`config.mk`:
```
export PLATFORM = sky130hd
export DESIGN_NAME = mem_port_arbiter
export DESIGN_NICKNAME = d
export VERILOG_FILES = /design/src/rtl/mem_pkg.sv /design/src/rtl/rr_arbiter_core.sv /design/src/rtl/mem_port_arbiter.sv
export SDC_FILE = /design/constraint.sdc
export NUM_CORES = 1
export LEC_CHECK = 0
export BUFFER_PORTS_ARGS = -buffer_cell sky130_fd_sc_hd__clkbuf_2
export CORE_AREA = 5 5 126 128
export CTS_CLUSTER_DIAMETER = 100
export DETAILED_ROUTE_END_ITERATION = 10
export DIE_AREA = 0 0 131 133
export GPL_TIMING_DRIVEN = 0
export PLACE_DENSITY_LB_ADDON = 0.15
export SYNTH_ARGS = -nofsm -noshare
export SYNTH_HDL_FRONTEND = slang
export SYNTH_SLANG_ARGS = --single-unit
```
`constraint.sdc`:
```
create_clock -name clk -period 10.6 [get_ports clk]
set_input_delay 2.12 -clock clk [delete_from_list [all_inputs] [get_ports clk]]
set_output_delay 2.12 -clock clk [all_outputs]
set_load 0.1 [all_outputs]
```
`src/rtl/mem_pkg.sv`:
```
// Shared packet-buffer memory geometry and the read-return tag carried by the arbiter.
package mem_pkg;

    localparam int ADDR_W     = 8;
    localparam int BLOCK_BITS = 32;
    localparam int MAX_PORTS  = 16;
    localparam int PORT_W     = $clog2(MAX_PORTS);

    typedef struct packed {
        logic              valid;
        logic [PORT_W-1:0] port;
    } arb_tag_t;

endpackage

```
`src/rtl/rr_arbiter_core.sv`:
```
// Work-conserving round-robin arbiter with a bounded burst lock on the last winner.
module rr_arbiter_core #(
    parameter int N         = 4,
    parameter int MAX_BURST = 4
) (
    input  logic                 clk,
    input  logic                 rst_n,
    input  logic [N-1:0]         req,
    output logic [N-1:0]         gnt,
    output logic [$clog2(N)-1:0] gnt_idx
);

    localparam int PW = $clog2(N);
    localparam int BW = $clog2(MAX_BURST + 1);

    logic [PW-1:0] ptr;
    logic [PW-1:0] ptr_nxt;
    logic [BW-1:0] burst_cnt;
    logic [BW-1:0] burst_nxt;
    logic [BW-1:0] run_len;
    logic          hold;
    logic          hold_nxt;
    logic          busy;
    int unsigned   cand;

    always_comb begin
        gnt     = '0;
        gnt_idx = '0;
        busy    = 1'b0;
        cand    = 0;
        for (int unsigned k = 0; k < N; k++) begin
            cand = 32'(ptr) + k;
            if (cand >= N) cand = cand - N;
            if (!busy && req[PW'(cand)]) begin
                busy              = 1'b1;
                gnt[PW'(cand)]    = 1'b1;
                gnt_idx           = PW'(cand);
            end
        end
    end

    // hold marks a live burst parked on ptr; a new winner always starts its count at one grant
    always_comb begin
        run_len   = (hold && req[ptr]) ? burst_cnt + BW'(1) : '0;
        ptr_nxt   = ptr;
        burst_nxt = '0;
        hold_nxt  = 1'b0;
        if (busy) begin
            if (int'(run_len) + 1 < MAX_BURST) begin
                ptr_nxt   = gnt_idx;
                burst_nxt = run_len;
                hold_nxt  = 1'b1;
            end else begin
                ptr_nxt = (gnt_idx == PW'(N - 1)) ? '0 : gnt_idx + PW'(1);
            end
        end
    end

    always_ff @(posedge clk or negedge rst_n) begin
        if (!rst_n) begin
            ptr       <= '0;
            burst_cnt <= '0;
            hold      <= 1'b0;
        end else begin
            ptr       <= ptr_nxt;
            burst_cnt <= burst_nxt;
            hold      <= hold_nxt;
        end
    end

endmodule

```
`src/rtl/mem_port_arbiter.sv`:
```
// N-port write/read arbiter for the shared packet buffer with tagged read-return routing.
// Define ARB_STATS_EN to add per-port saturating write-transfer counters.
module mem_port_arbiter
    import mem_pkg::*;
#(
    parameter int N         = 4,
    parameter int RD_LAT    = 1,
    parameter int MAX_BURST = 4
) (
    input  logic                    clk,
    input  logic                    rst_n,
    input  logic [N-1:0]            wr_req_i,
    input  logic [N*ADDR_W-1:0]     wr_addr_i,
    input  logic [N*BLOCK_BITS-1:0] wr_data_i,
    output logic [N-1:0]            wr_gnt_o,
    output logic                    mem_we_o,
    output logic [ADDR_W-1:0]       mem_waddr_o,
    output logic [BLOCK_BITS-1:0]   mem_wdata_o,
    input  logic [N-1:0]            rd_req_i,
    input  logic [N*ADDR_W-1:0]     rd_addr_i,
    output logic [N-1:0]            rd_gnt_o,
    output logic                    mem_re_o,
    output logic [ADDR_W-1:0]       mem_raddr_o,
    input  logic                    mem_rvalid_i,
    input  logic [BLOCK_BITS-1:0]   mem_rdata_i,
    output logic [N-1:0]            rd_valid_o,
    output logic [BLOCK_BITS-1:0]   rd_data_o,
    output logic                    err_o
`ifdef ARB_STATS_EN
    ,
    input  logic [$clog2(N)-1:0]    stat_sel_i,
    output logic [15:0]             stat_cnt_o
`endif
);

    localparam int PW = $clog2(N);

    logic [PW-1:0] wr_idx;
    logic [PW-1:0] rd_idx;
    arb_tag_t      tag_pipe [RD_LAT];
    arb_tag_t      tag_in;
    arb_tag_t      tag_out;

    rr_arbiter_core #(.N(N), .MAX_BURST(MAX_BURST)) u_wr_arb (
        .clk     (clk),
        .rst_n   (rst_n),
        .req     (wr_req_i),
        .gnt     (wr_gnt_o),
        .gnt_idx (wr_idx)
    );

    rr_arbiter_core #(.N(N), .MAX_BURST(MAX_BURST)) u_rd_arb (
        .clk     (clk),
        .rst_n   (rst_n),
        .req     (rd_req_i),
        .gnt     (rd_gnt_o),
        .gnt_idx (rd_idx)
    );

    assign mem_we_o    = |wr_gnt_o;
    assign mem_waddr_o = mem_we_o ? wr_addr_i[wr_idx*ADDR_W +: ADDR_W] : '0;
    assign mem_wdata_o = mem_we_o ? wr_data_i[wr_idx*BLOCK_BITS +: BLOCK_BITS] : '0;

    assign mem_re_o    = |rd_gnt_o;
    assign mem_raddr_o = mem_re_o ? rd_addr_i[rd_idx*ADDR_W +: ADDR_W] : '0;

    always_comb begin
        tag_in.valid = mem_re_o;
        tag_in.port  = PORT_W'(rd_idx);
    end

    assign tag_out = tag_pipe[RD_LAT-1];

    always_ff @(posedge clk or negedge rst_n) begin
        if (!rst_n) begin
            for (int unsigned i = 0; i < RD_LAT; i++) tag_pipe[i] <= '0;
        end else begin
            tag_pipe[0] <= tag_in;
            for (int unsigned i = 1; i < RD_LAT; i++) tag_pipe[i] <= tag_pipe[i-1];
        end
    end

    always_comb begin
        rd_valid_o = '0;
        rd_data_o  = '0;
        if (mem_rvalid_i && tag_out.valid) begin
            for (int unsigned i = 0; i < N; i++) rd_valid_o[i] = (tag_out.port == PORT_W'(i));
            rd_data_o = mem_rdata_i;
        end
    end

    always_ff @(posedge clk or negedge rst_n) begin
        if (!rst_n) begin
            err_o <= 1'b0;
        end else if (mem_rvalid_i && !tag_out.valid) begin
            err_o <= 1'b1;
        end
    end

`ifdef ARB_STATS_EN
    logic [15:0] wr_cnt [N];

    always_ff @(posedge clk or negedge rst_n) begin
        if (!rst_n) begin
            for (int unsigned i = 0; i < N; i++) wr_cnt[i] <= '0;
            stat_cnt_o <= '0;
        end else begin
            for (int unsigned i = 0; i < N; i++) begin
                if (wr_gnt_o[i] && wr_cnt[i] != '1) wr_cnt[i] <= wr_cnt[i] + 16'd1;
            end
            stat_cnt_o <= (int'(stat_sel_i) < N) ? wr_cnt[stat_sel_i] : '0;
        end
    end
`endif

endmodule
```
After elaboration in Yosys (flattened, before gate mapping)
Index checks and enable logic that the tools add are counted.
- register bits after elaboration: 16
- bits of input ports: 235
- output and inout bits: 95
- logic and storage cells: 186
- add/subtract/negate cells: 20
- $lt $le $gt $ge: 28
- eq/ne operators: 5
- shifts and indexed selects: 3
- muxes and demuxes: 87
- bitwise gates (word level): 6
- reduce and logical (&&, ||, !) cells: 28
- operators with widths (operator ; number):
    128-bit by 8-bit variable part select with 32-bit output ; 1
    32-bit by 4-bit less-than comparator with 1-bit output, second input constant ; 2
    32-bit 2-to-1 mux ; 2
    32-bit by 6-bit variable part select with 8-bit output ; 2
    2-bit 2-to-1 mux ; 20
    4-bit 2-to-1 mux ; 9
    2-bit by 3-bit less-than comparator with 1-bit output, second input constant ; 10
    1-bit 2-to-1 mux ; 30
    4-bit bitwise OR ; 6
    1-bit binary-select mux with 2-bit select ; 10
    3-bit greater-or-equal comparator, second input constant ; 6
    1-bit logical AND ; 18
    3-bit 2-to-1 mux ; 6
    1-bit demux with 2-bit select ; 8
    2-bit by 1-bit greater-or-equal comparator with 1-bit output, second input constant ; 8
    8-bit 2-to-1 mux ; 2
    2-bit by 1-bit subtractor with 2-bit output, second input constant ; 8
    2-bit by 2-bit adder with 3-bit output, second input constant ; 4
    3-bit by 1-bit adder with 4-bit output, second input constant ; 2
    2-bit == test, second input constant ; 4
    4-bit OR reduction ; 2
    1-bit logical NOT ; 7
    2-bit by 1-bit adder with 3-bit output, second input constant ; 2
    3-bit by 1-bit adder with 3-bit output, second input constant ; 2
    4 further kinds ; 6

Logic depth before layout (Yosys ltp)
Gate-level depths: netlist (run 1).
- depth in word-level cells: 17
- depth in mapped cells: 13
- depth with buffers taken out: 9

Hierarchy
From an unflattened synthesis (run 1), not the netlist that was laid out.
- cells, all modules: 311
- area, all modules: 3254.4 µm²
- by module, submodules not included (module ; times used ; cells an instance ; area an instance (µm²) ; seq. area each (µm²)):
    mem_port_arbiter ; 1 ; 163 ; 1914.3 ; 100.1
    rr_arbiter_core at u_wr_arb ; 1 ; 79 ; 690.7 ; 150.1
    rr_arbiter_core at u_rd_arb ; 1 ; 69 ; 649.4 ; 150.1

Worst setup path before layout (run 1)
OpenSTA, ideal clock, no wires.
- kind: input -> output
- from: in rd_req_i[2]
- to: out rd_gnt_o[3]
- arrival: 5.351 ns
- required time: 8.480 ns
- slack: 3.129 ns
- stages: 7
- path buffers: 3
- path through: buf_2 mux4_2 buf_4 nor2b_1 buf_4 a221oi_2 o21ai_0
- longest elaborated chain between the ends: 12
- elaborated cells between the ends (all ways): 24
- RTL lines (item ; line ; source):
    start, declared ; mem_port_arbiter.sv:19 ; input logic [N-1:0] rd_req_i,
    1-bit binary-select mux with 2-bit select ; rr_arbiter_core.sv:34 ; if (!busy && req[PW'(cand)]) begin
    1-bit 2-to-1 mux (not written as such) ; rr_arbiter_core.sv:34 ;
    1-bit 2-to-1 mux ; rr_arbiter_core.sv:34 ;
    1-bit logical NOT ; rr_arbiter_core.sv:34 ;
    1-bit logical AND ; rr_arbiter_core.sv:34 ;
    1-bit 2-to-1 mux ; rr_arbiter_core.sv:34 ;
    1-bit logical NOT ; rr_arbiter_core.sv:34 ;
    1-bit logical AND ; rr_arbiter_core.sv:34 ;
    1-bit 2-to-1 mux ; rr_arbiter_core.sv:34 ;
    1-bit logical NOT ; rr_arbiter_core.sv:34 ;
    1-bit logical AND ; rr_arbiter_core.sv:34 ;
    4-bit 2-to-1 mux (*) ; rr_arbiter_core.sv:34 ;
    end, declared ; mem_port_arbiter.sv:21 ; output logic [N-1:0] rd_gnt_o,
Mark *: on every way between the ends. The rest lies on a longest branch, timed or not. The select of a mux whose other input is x is not followed.

Worst setup path in the final report (run 1)
- from: in rd_req_i[0]
- to: out mem_raddr_o[3]
- longest elaborated chain between the ends: 14
- elaborated cells between the ends (all ways): 31
- RTL lines (item ; line ; source):
    1-bit binary-select mux with 2-bit select ; rr_arbiter_core.sv:34 ;
    1-bit 2-to-1 mux (not written as such) ; rr_arbiter_core.sv:34 ;
    1-bit 2-to-1 mux ; rr_arbiter_core.sv:34 ;
    1-bit logical NOT ; rr_arbiter_core.sv:34 ;
    1-bit logical AND ; rr_arbiter_core.sv:34 ;
    1-bit 2-to-1 mux ; rr_arbiter_core.sv:34 ;
    1-bit logical NOT ; rr_arbiter_core.sv:34 ;
    1-bit logical AND ; rr_arbiter_core.sv:34 ;
    1-bit 2-to-1 mux ; rr_arbiter_core.sv:34 ;
    1-bit logical NOT ; rr_arbiter_core.sv:34 ;
    1-bit logical AND ; rr_arbiter_core.sv:34 ;
    2-bit 2-to-1 mux / 4-bit 2-to-1 mux (equally long branches) ; rr_arbiter_core.sv:34 ;
    32-bit by 6-bit variable part select with 8-bit output / 4-bit OR reduction (equally long branches) ; mem_port_arbiter.sv:65, mem_port_arbiter.sv:64 ;
    8-bit 2-to-1 mux (*) ; mem_port_arbiter.sv:65 ; assign mem_raddr_o = mem_re_o ? rd_addr_i[rd_idx*ADDR_W +: ADDR_W] : '0;
    end, declared ; mem_port_arbiter.sv:23 ; output logic [ADDR_W-1:0] mem_raddr_o,
Marked as above.

==> impl_metrics.tcl, run 1 <==
set metrics [dict create \
    initial_core_util 0.253 \
    grt_overflow_total 0 \
    firstDrtPassIters 4 \
    path_max_fanout 10 \
    clock-sinks 16 \
    tightest_slew_ps 691 \
    synth_edf_count 0 \
    grt_pass1_wl_um 24800 \
    setup_tns_ps 0 \
    yosys-top-cells-area "mux4_2 22%, dfrtp_1 11%, mux4_1 8.4%" \
    place.gp.congestion 0.865 \
    crit_path_cell_trace "clkbuf_2 -> buf_2 -> mux4_2 -> nor2b_1 -> buf_4 -> o21ai_2 -> o21a_1 -> o221ai_1 -> a31oi_1 -> clkbuf_2" \
    clock_latency_ps 240 \
    status "complete, no violations" \
    worstPathRequired_ps 8480 \
    grt_antenna_before_repair 0 \
    hpwlAfterDp_um 14500 \
    path_class "primary input to output pin" \
    ctsHtreeMaxLevel 1 \
    regArea_um2 400 \
    diodes 0 \
    fmax_mhz 147 \
    finalCriticalPeriod_ps 6780 \
    root_buffer "clkbuf_16" \
    yosys.area.top_type_share 0.217 \
    cpMostUsedCell "clkbuf_2" \
    wl_um 16600 \
    cpPeakStageDelay_ps 490 \
    cts_tree "yes" \
    routed_via_density 5.02 \
    wl_per_cell_um 18.5 \
    fin_nets 963 \
    io_pins 330 \
    synth.distinct_cells 55 \
    setup_viol 0 \
    grt_start_max_net_pins 17 \
    clkTransAtPathRegs_ps 50 \
    syn_area_per_cell_um2 9.85 \
    synth.ff_latch_count 16 \
    syn_area_mm2 0.00373 \
    slew_viol_final 0 \
    drive_above_1_share 0.580 \
    post_cts_buffers 0 \
    hold_buffers 0 \
    die_y_um 133 \
    multi_input_area_mm2 0.00308 \
    synthToLayoutAreaGrowth_pct 52.3 \
    dr_total_vias 4508 \
    yosys.area.top_type "mux4_2" \
    endpoint_kind "output pin" \
    hold_violations 0 \
    postCtsResizedCells 0 \
    cts_made_buffers 3 \
    critPathSlowestCell "clkbuf_2" \
    track_usage 0.177 \
    initialDrtViolationCount 167 \
    arrival_ps 4660 \
    cts_buffer_depth 2 \
    synth_flop_cell "dfrtp_1" \
    max_cap_viol_count 0 \
    port_buffers 327 \
    synthCells 379 \
    max_slew_margin 0.538 \
    hp-class "register to register" \
    place_area_mm2 0.00561 \
    finalClockSkew_ps 2.31 \
    cpLargestDelayFamily "compound AO/OA/AOI/OAI gates" \
    num-fill-cells 1582 \
    grt_pass1_vias 4551 \
    ys_seq_area_frac 0.107 \
    ys_async_sr_fraction 1.00 \
    cp_num_buf_inv 4 \
    post-route-cell-area_mm2 0.00568 \
    die_w_um 131 \
    min_period_over_period 0.640 \
    synth-warning-count 0 \
    crit_path_start_kind "primary input" \
    drc 0 \
    core_area_mm2 0.0148 \
    die_area_mm2 0.0174 \
    num_rows 45 \
    drtAntennaViolNets 0 \
    rsz0062_at_grt "no" \
]
-- through the flow --
step,worst slack [ps],hold slack (ps),cells,utilization
5_1_grt,3670,474,898,0.385
6_report,3820,452,898,0.385
3_3_place_gp,3840,445,895,0.380
3_5_place_dp,3800,447,895,0.380
2_1_floorplan,3130,432,380,-
4_1_cts,3800,459,898,0.385
-- final cells by class --
cell class	count	area share
multi-input combinational	319	0.542
timing repair buffer	327	0.288
sequential	16	0.0705
tap	188	0.0414
buffer	33	0.0372
clock buffer	3	0.0132
inverter	12	0.00793
-- placed cells by master, fill, tap and decap left out, drive strengths merged, types with 3 or more instances in the layout --
| cell type | instances |
|---|---|
| a21o | 16 |
| o21ai | 11 |
| o21a | 8 |
| dfrtp | 16 |
| o32ai | 4 |
| mux2 | 9 |
| nand2 | 30 |
| o221ai | 8 |
| a22oi | 3 |
| ha | 16 |
| nand3b | 4 |
| nor2 | 8 |
| a22o | 3 |
| nor3b | 3 |
| and3 | 33 |
| a21oi | 16 |
| mux4 | 48 |
| inv | 11 |
| a32oi | 8 |
| nor2b | 50 |
| buf | 24 |
| nor3 | 5 |
| clkbuf | 339 |
| a31oi | 9 |
| nor4 | 4 |
-- per-layer routing --
metal,wire length (µm),track usage,vias up
met2,8460,0.298,161
met1,7050,0.246,2173
li1,-,-,2157
met5,0,0,-
met3,936,0.0182,17
met4,194,0.0320,0
-- cells by family after synthesis --
family,synth area share
xor+xnor,0.00704
simple gates,0.231
other cells,0.00100
mux,0.334
buf+inv,0.0687
flops,0.107
compound gates,0.197
fa+ha+maj,0.0536
-- worst paths after layout --
kind                                  from              end  slack [ps]  cells past startpoint
max in group asynchronous            rst_n    u_wr_arb.hold        8500                      1
min in group asynchronous            rst_n       tag_out[4]        1800                      1
min                                  err_o            err_o         450                      1
max                            rd_req_i[0]   mem_raddr_o[3]        3820                     10
max reg2reg                u_rd_arb.ptr[0]  u_rd_arb.ptr[1]        6820                     10
min reg2reg                          err_o            err_o         450                      1
-- cell usage after synthesis (4+ instances only) --
cell      number
a21o_1        16
a21oi_1       14
a31oi_1        9
a32oi_1        8
and3_1        33
buf_2         13
buf_6          8
clkbuf_1       9
dfrtp_1       16
ha_1          16
inv_1         11
mux2_2         9
mux4_1        12
mux4_2        36
nand2_1       30
nand3b_1       4
nor2_1         7
nor2b_1       50
nor3_1         5
o21a_1         8
o21ai_0        4
o21ai_1        4
o221ai_1       8
-- state kept, by name, summed over array words and instances, names as in the netlist --
| signal | count |
|---|---|
| u_wr_arb.ptr | 2 |
| u_rd_arb.ptr | 2 |
| tag_out | 3 |
| u_wr_arb.hold | 1 |
| u_rd_arb.hold | 1 |
| u_wr_arb.burst_cnt | 3 |
| err_o | 1 |
| u_rd_arb.burst_cnt | 3 |
Power of run 1 is not shown: default switching activity piles up to over one toggle a cycle in this logic, so the estimate is an artifact.
==> run 2: changes to the inputs <==
CORE_AREA = 5 5 123 125   (was 5 5 126 128)
DIE_AREA = 0 0 128 130   (was 0 0 131 133)
clock period = 7 ns   (was 10.6 ns; I/O delays follow)
==> impl_metrics.tcl, run 2 (synthesis gave the netlist of run 1 again) <==
set metrics [dict create \
    setup_viol 0 \
    grt_antenna_before_repair 0 \
    arrival_ps 4370 \
    synthToLayoutAreaGrowth_pct 52.4 \
    place.gp.congestion 0.903 \
    hp-class "register to register" \
    num-fill-cells 1387 \
    routed_via_density 4.97 \
    initial_core_util 0.271 \
    core_area_mm2 0.0138 \
    dr_total_vias 4429 \
    wl_um 15500 \
    wl_per_cell_um 17.4 \
    clock-sinks 16 \
    min-delay-start "u_wr_arb.burst_cnt[0]" \
    clock_latency_ps 240 \
    track_usage 0.168 \
    status "complete, no violations" \
    final_common_cell "clkbuf_2" \
    r2r-start "u_rd_arb.ptr[0]" \
    drtAntennaViolNets 0 \
    final_cell_mix "327 x clkbuf_2, 50 x nor2b_1, 36 x mux4_2" \
    grt_pass1_vias 4336 \
    finalClockSkew_ps 2.13 \
    cpLargestDelayFamily "buffers and inverters" \
    hold_violations 0 \
    ctsHtreeMaxLevel 1 \
    path_class "register to output pin" \
    min_period_over_period 0.825 \
    fin_nets 963 \
    grt_overflow_total 0 \
    drc 0 \
    max_cap_viol_count 0 \
    multi_input_area_mm2 0.00308 \
    setup_tns_ps 0 \
    grt_start_max_net_pins 17 \
    diodes 0 \
    worstReg2RegEnd "u_rd_arb.ptr[1]" \
    cts_made_buffers 3 \
    endpoint_kind "output pin" \
    path_max_fanout 11 \
    critPathSlowestCell "mux4_2" \
    drive_above_1_share 0.581 \
    post_cts_buffers 0 \
    crit_path_start_kind "register" \
    rsz0062_at_grt "no" \
    min_delay_path_depth 1 \
    regArea_um2 400 \
    cpMostUsedCell "buf_4" \
    clkTransAtPathRegs_ps 50 \
    firstDrtPassIters 4 \
    initialDrtViolationCount 113 \
    die_w_um 128 \
    grt_pass1_wl_um 23000 \
    port_buffers 327 \
    holdPathEnd "u_wr_arb.burst_cnt[0]" \
    postCtsResizedCells 0 \
    cts_buffer_depth 2 \
    io_pins 330 \
    hpwlAfterDp_um 13700 \
    cts_tree "yes" \
    reg2reg_depth 10 \
    regToRegSetupSlack_ps 3090 \
    worstPathRequired_ps 5600 \
    cpPeakStageDelay_ps 530 \
    cp_num_buf_inv 6 \
    finalCriticalPeriod_ps 5770 \
    max_slew_margin 0.566 \
    hold_buffers 0 \
    fmax_mhz 173 \
    num_rows 43 \
    tightest_slew_ps 651 \
    die_y_um 130 \
    die_area_mm2 0.0166 \
    crit_path_cell_trace "buf_6 -> inv_1 -> clkbuf_1 -> ha_1 -> mux4_2 -> buf_4 -> nor2b_1 -> buf_4 -> o21ai_1 -> a21oi_2 -> nand2_1 -> a31oi_1 -> clkbuf_2" \
    slew_viol_final 0 \
    root_buffer "clkbuf_16" \
]
## run 2: how the worst max path moves through the flow
| stage | cells after the start | startpoint | end | slack (ps) |
|---|---|---|---|---|
| 2_1_floorplan | 7 | rd_req_i[2] | rd_gnt_o[3] | 970 |
| 3_3_place_gp | 13 | u_rd_arb.ptr[0] | mem_raddr_o[2] | 1500 |
| 3_5_place_dp | 13 | u_rd_arb.ptr[0] | mem_raddr_o[7] | 1450 |
| 4_1_cts | 13 | u_rd_arb.ptr[0] | mem_raddr_o[7] | 1170 |
| 5_1_grt | 13 | u_rd_arb.ptr[0] | mem_raddr_o[3] | 850 |
| 6_report | 13 | u_rd_arb.ptr[0] | mem_raddr_o[2] | 1230 |
## run 2: worst register-to-register path: cells and delay by family (launching register included)
| kind | cells | cell delay [ps] |
|---|---|---|
| AND/OR/NAND/NOR | 1 | 180 |
| multiplexers | 1 | 530 |
| adder cells (fa/ha/maj) | 2 | 710 |
| AO/OA/AOI/OAI | 2 | 760 |
| buffers and inverters | 4 | 1110 |
| flip-flops | 1 | 510 |
## run 2: area by class of cell
cell class	instances	area share
Tap cell	180	0.0396
Buffer	33	0.0372
Sequential cell	16	0.0704
Clock buffer	4	0.0156
Inverter	12	0.00792
Timing Repair Buffer	327	0.288
Multi-Input combinational cell	319	0.541
## run 2: metrics by stage
stage	hold WS [ps]	util	instance area [µm²]	std cells	worst slack [ps]
after floorplan	432	-	3740	380	969
after global placement	445	0.406	5600	887	1500
after detailed placement	452	0.406	5600	887	1450
after CTS	461	0.413	5690	891	1170
after global routing	476	0.413	5690	891	854
final	460	0.413	5690	891	1230
## run 2: metal layers
metal | GRT usage | vias up | part of all wire
li1 | - | 2166 | -
met1 | 0.211 | 2097 | 0.40
met2 | 0.311 | 154 | 0.53
met3 | 0.0287 | 12 | 0.056
met4 | 0.0231 | 0 | 0.012
met5 | 0 | - | 0
Power of run 2 is left out for the same reason.
==> run 3: changes to the inputs <==
ABC_AREA = 1   (was not set)
CORE_AREA = 5 5 125 127   (was 5 5 123 125)
DIE_AREA = 0 0 130 132   (was 0 0 128 130)
clock period = 5.54 ns   (was 7 ns; I/O delays follow)
==> impl_metrics.tcl, run 3 <==
set metrics [dict create \
    status "complete, no violations" \
    drc 0 \
    synth.distinct_cells 32 \
    clock-sinks 16 \
    grt_overflow_total 0 \
    ys_async_sr_fraction 1.00 \
    fmax_mhz 226 \
    num-fill-cells 1633 \
    rsz0062_at_grt "no" \
    min_period_over_period 0.797 \
    yosys.area.top_type "nand3_1" \
    cts_tree "yes" \
    min-delay-start "tag_out[4]" \
    die_w_um 130 \
    diodes 0 \
    max_cap_viol_count 0 \
    finalCriticalPeriod_ps 4420 \
    syn_area_per_cell_um2 4.85 \
    reg2reg_depth 12 \
    holdPathEnd "err_o" \
    dr_total_vias 6664 \
    slew_viol_final 0 \
    post_cts_buffers 0 \
    firstDrtPassIters 5 \
    hold_buffers 0 \
    ctsHtreeMaxLevel 1 \
    worstPathRequired_ps 4430 \
    final_cell_mix "329 x clkbuf_2, 303 x inv_1, 264 x nand2_1" \
    yosysMostFrequentCell "inv_1" \
    initial_core_util 0.333 \
    synth.ff_latch_count 16 \
    crit_path_start_kind "primary input" \
    synthCells 984 \
    cts_made_buffers 3 \
    fin_nets 1570 \
    postCtsResizedCells 0 \
    endpoint_kind "output pin" \
    regArea_um2 400 \
    regToRegSetupSlack_ps 2770 \
    synth_flop_cell "dfrtp_1" \
    hold_violations 0 \
    path_max_fanout 10 \
    synthToLayoutAreaGrowth_pct 41.3 \
    clkTransAtPathRegs_ps 50 \
    yosys.area.top_type_share 0.239 \
    synth_edf_count 0 \
    die_y_um 132 \
    root_buffer "clkbuf_16" \
    wl_per_cell_um 12.8 \
    clock_latency_ps 240 \
    initialDrtViolationCount 346 \
    routed_via_density 4.44 \
    grt_pass1_vias 6089 \
    synthTopCellsByCount "303 x inv_1, 264 x nand2_1, 228 x nand3_1, 46 x nor2_1, 18 x buf_2" \
    hp-class "register to register" \
    io_pins 330 \
    track_usage 0.209 \
    finalClockSkew_ps 1.06 \
    grt_antenna_before_repair 0 \
    setup_viol 0 \
    drive_above_1_share 0.305 \
    synth-warning-count 0 \
    die_area_mm2 0.0172 \
    grt_start_max_net_pins 17 \
    drtAntennaViolNets 0 \
    worstReg2RegEnd "u_wr_arb.ptr[0]" \
    arrival_ps 3310 \
    core_area_mm2 0.0143 \
    cts_buffer_depth 2 \
    ys_seq_area_frac 0.0839 \
    hold-worst-slack_ps 451 \
    yosys-top-cells-area "nand3_1 24%, inv_1 24%, nand2_1 21%" \
    path_class "primary input to output pin" \
    port_buffers 329 \
    num_rows 44 \
    r2r-start "u_wr_arb.ptr[1]" \
    place.gp.congestion 0.873 \
    syn_area_mm2 0.00477 \
    final_common_cell "clkbuf_2" \
    hpwlAfterDp_um 16400 \
    setup_tns_ps 0 \
    tightest_slew_ps 595 \
    max_slew_margin 0.603 \
    min_delay_path_depth 1 \
    wl_um 19200 \
    multi_input_area_mm2 0.00294 \
    grt_pass1_wl_um 30000 \
]
-- run 3: cell types whose count changed after synthesis, sizes merged, moves of 16 or more --
| cell | previous run | this run |
|---|---|---|
| nor2b | 50 | 0 |
| mux4 | 48 | 0 |
| nor2 | 8 | 53 |
| nand3 | 1 | 230 |
| nand2 | 30 | 281 |
| inv | 11 | 310 |
| a21o | 16 | 0 |
| and3 | 33 | 0 |
-- run 3: worst max-delay path: stages --
cell and delay, ps:
clkbuf_2 100, inv_1 50, nand2_1 90, nand3_2 100, nand2_4 160, nor2_1 80
nand3_1 70, nand2_1 80, nor2_1 340, buf_2 360, nand3_1 110, nand2_1 100
nand2_1 50, inv_1 40, clkbuf_2 460
-- run 3: worst max-delay path by stage --
| stage | from | to | slack, ps | cells after the start |
|---|---|---|---|---|
| finish | wr_req_i[2] | mem_wdata_o[22] | 1120 | 15 |
| global route | u_wr_arb.ptr[1] | mem_wdata_o[29] | 900 | 14 |
| CTS | wr_req_i[2] | mem_wdata_o[22] | 1120 | 15 |
| detailed placement | wr_req_i[2] | mem_wdata_o[22] | 1110 | 15 |
| global placement | wr_req_i[2] | mem_wdata_o[22] | 1160 | 15 |
| floorplan | rd_req_i[1] | mem_raddr_o[0] | 550 | 13 |
-- run 3: cells by family (layout without fill, tap and decap cells) --
group / count (synthesis) / after routing / synth area share
other: 1 / 2 / 0.000786
AO/OA/AOI/OAI: 21 / 21 / 0.0301
adder cells (fa/ha/maj): 16 / 16 / 0.0419
buffers and inverters: 354 / 687 / 0.301
XOR/XNOR: 1 / 1 / 0.00184
flip-flops: 16 / 16 / 0.0839
AND/OR/NAND/NOR: 575 / 575 / 0.540
-- run 3: per-stage QoR --
step | area, µm² | setup WS [ps] | std cells | utilization
global placement | 6650 | 1160 | 1498 | 0.465
floorplan | 4780 | 547 | 985 | -
CTS | 6740 | 1120 | 1502 | 0.471
detailed placement | 6650 | 1110 | 1498 | 0.465
global route | 6740 | 901 | 1502 | 0.471
finish | 6740 | 1120 | 1502 | 0.471
-- run 3: area by class of cell --
| cell class | instances | area share |
|---|---|---|
| multi-input combinational | 615 | 0.436 |
| timing repair buffer | 329 | 0.244 |
| inverter | 310 | 0.173 |
| sequential | 16 | 0.0594 |
| buffer | 44 | 0.0401 |
| tap | 184 | 0.0341 |
| clock buffer | 4 | 0.0132 |
-- run 3: layer usage --
metal / vias up / track usage / wire, µm
met5: - / 0 / 0
met4: 0 / 0.0439 / 331
met3: 20 / 0.0263 / 1420
met2: 235 / 0.368 / 9390
met1: 2854 / 0.270 / 8100
li1: 3555 / - / -
Power of run 3 is left out for the same reason.
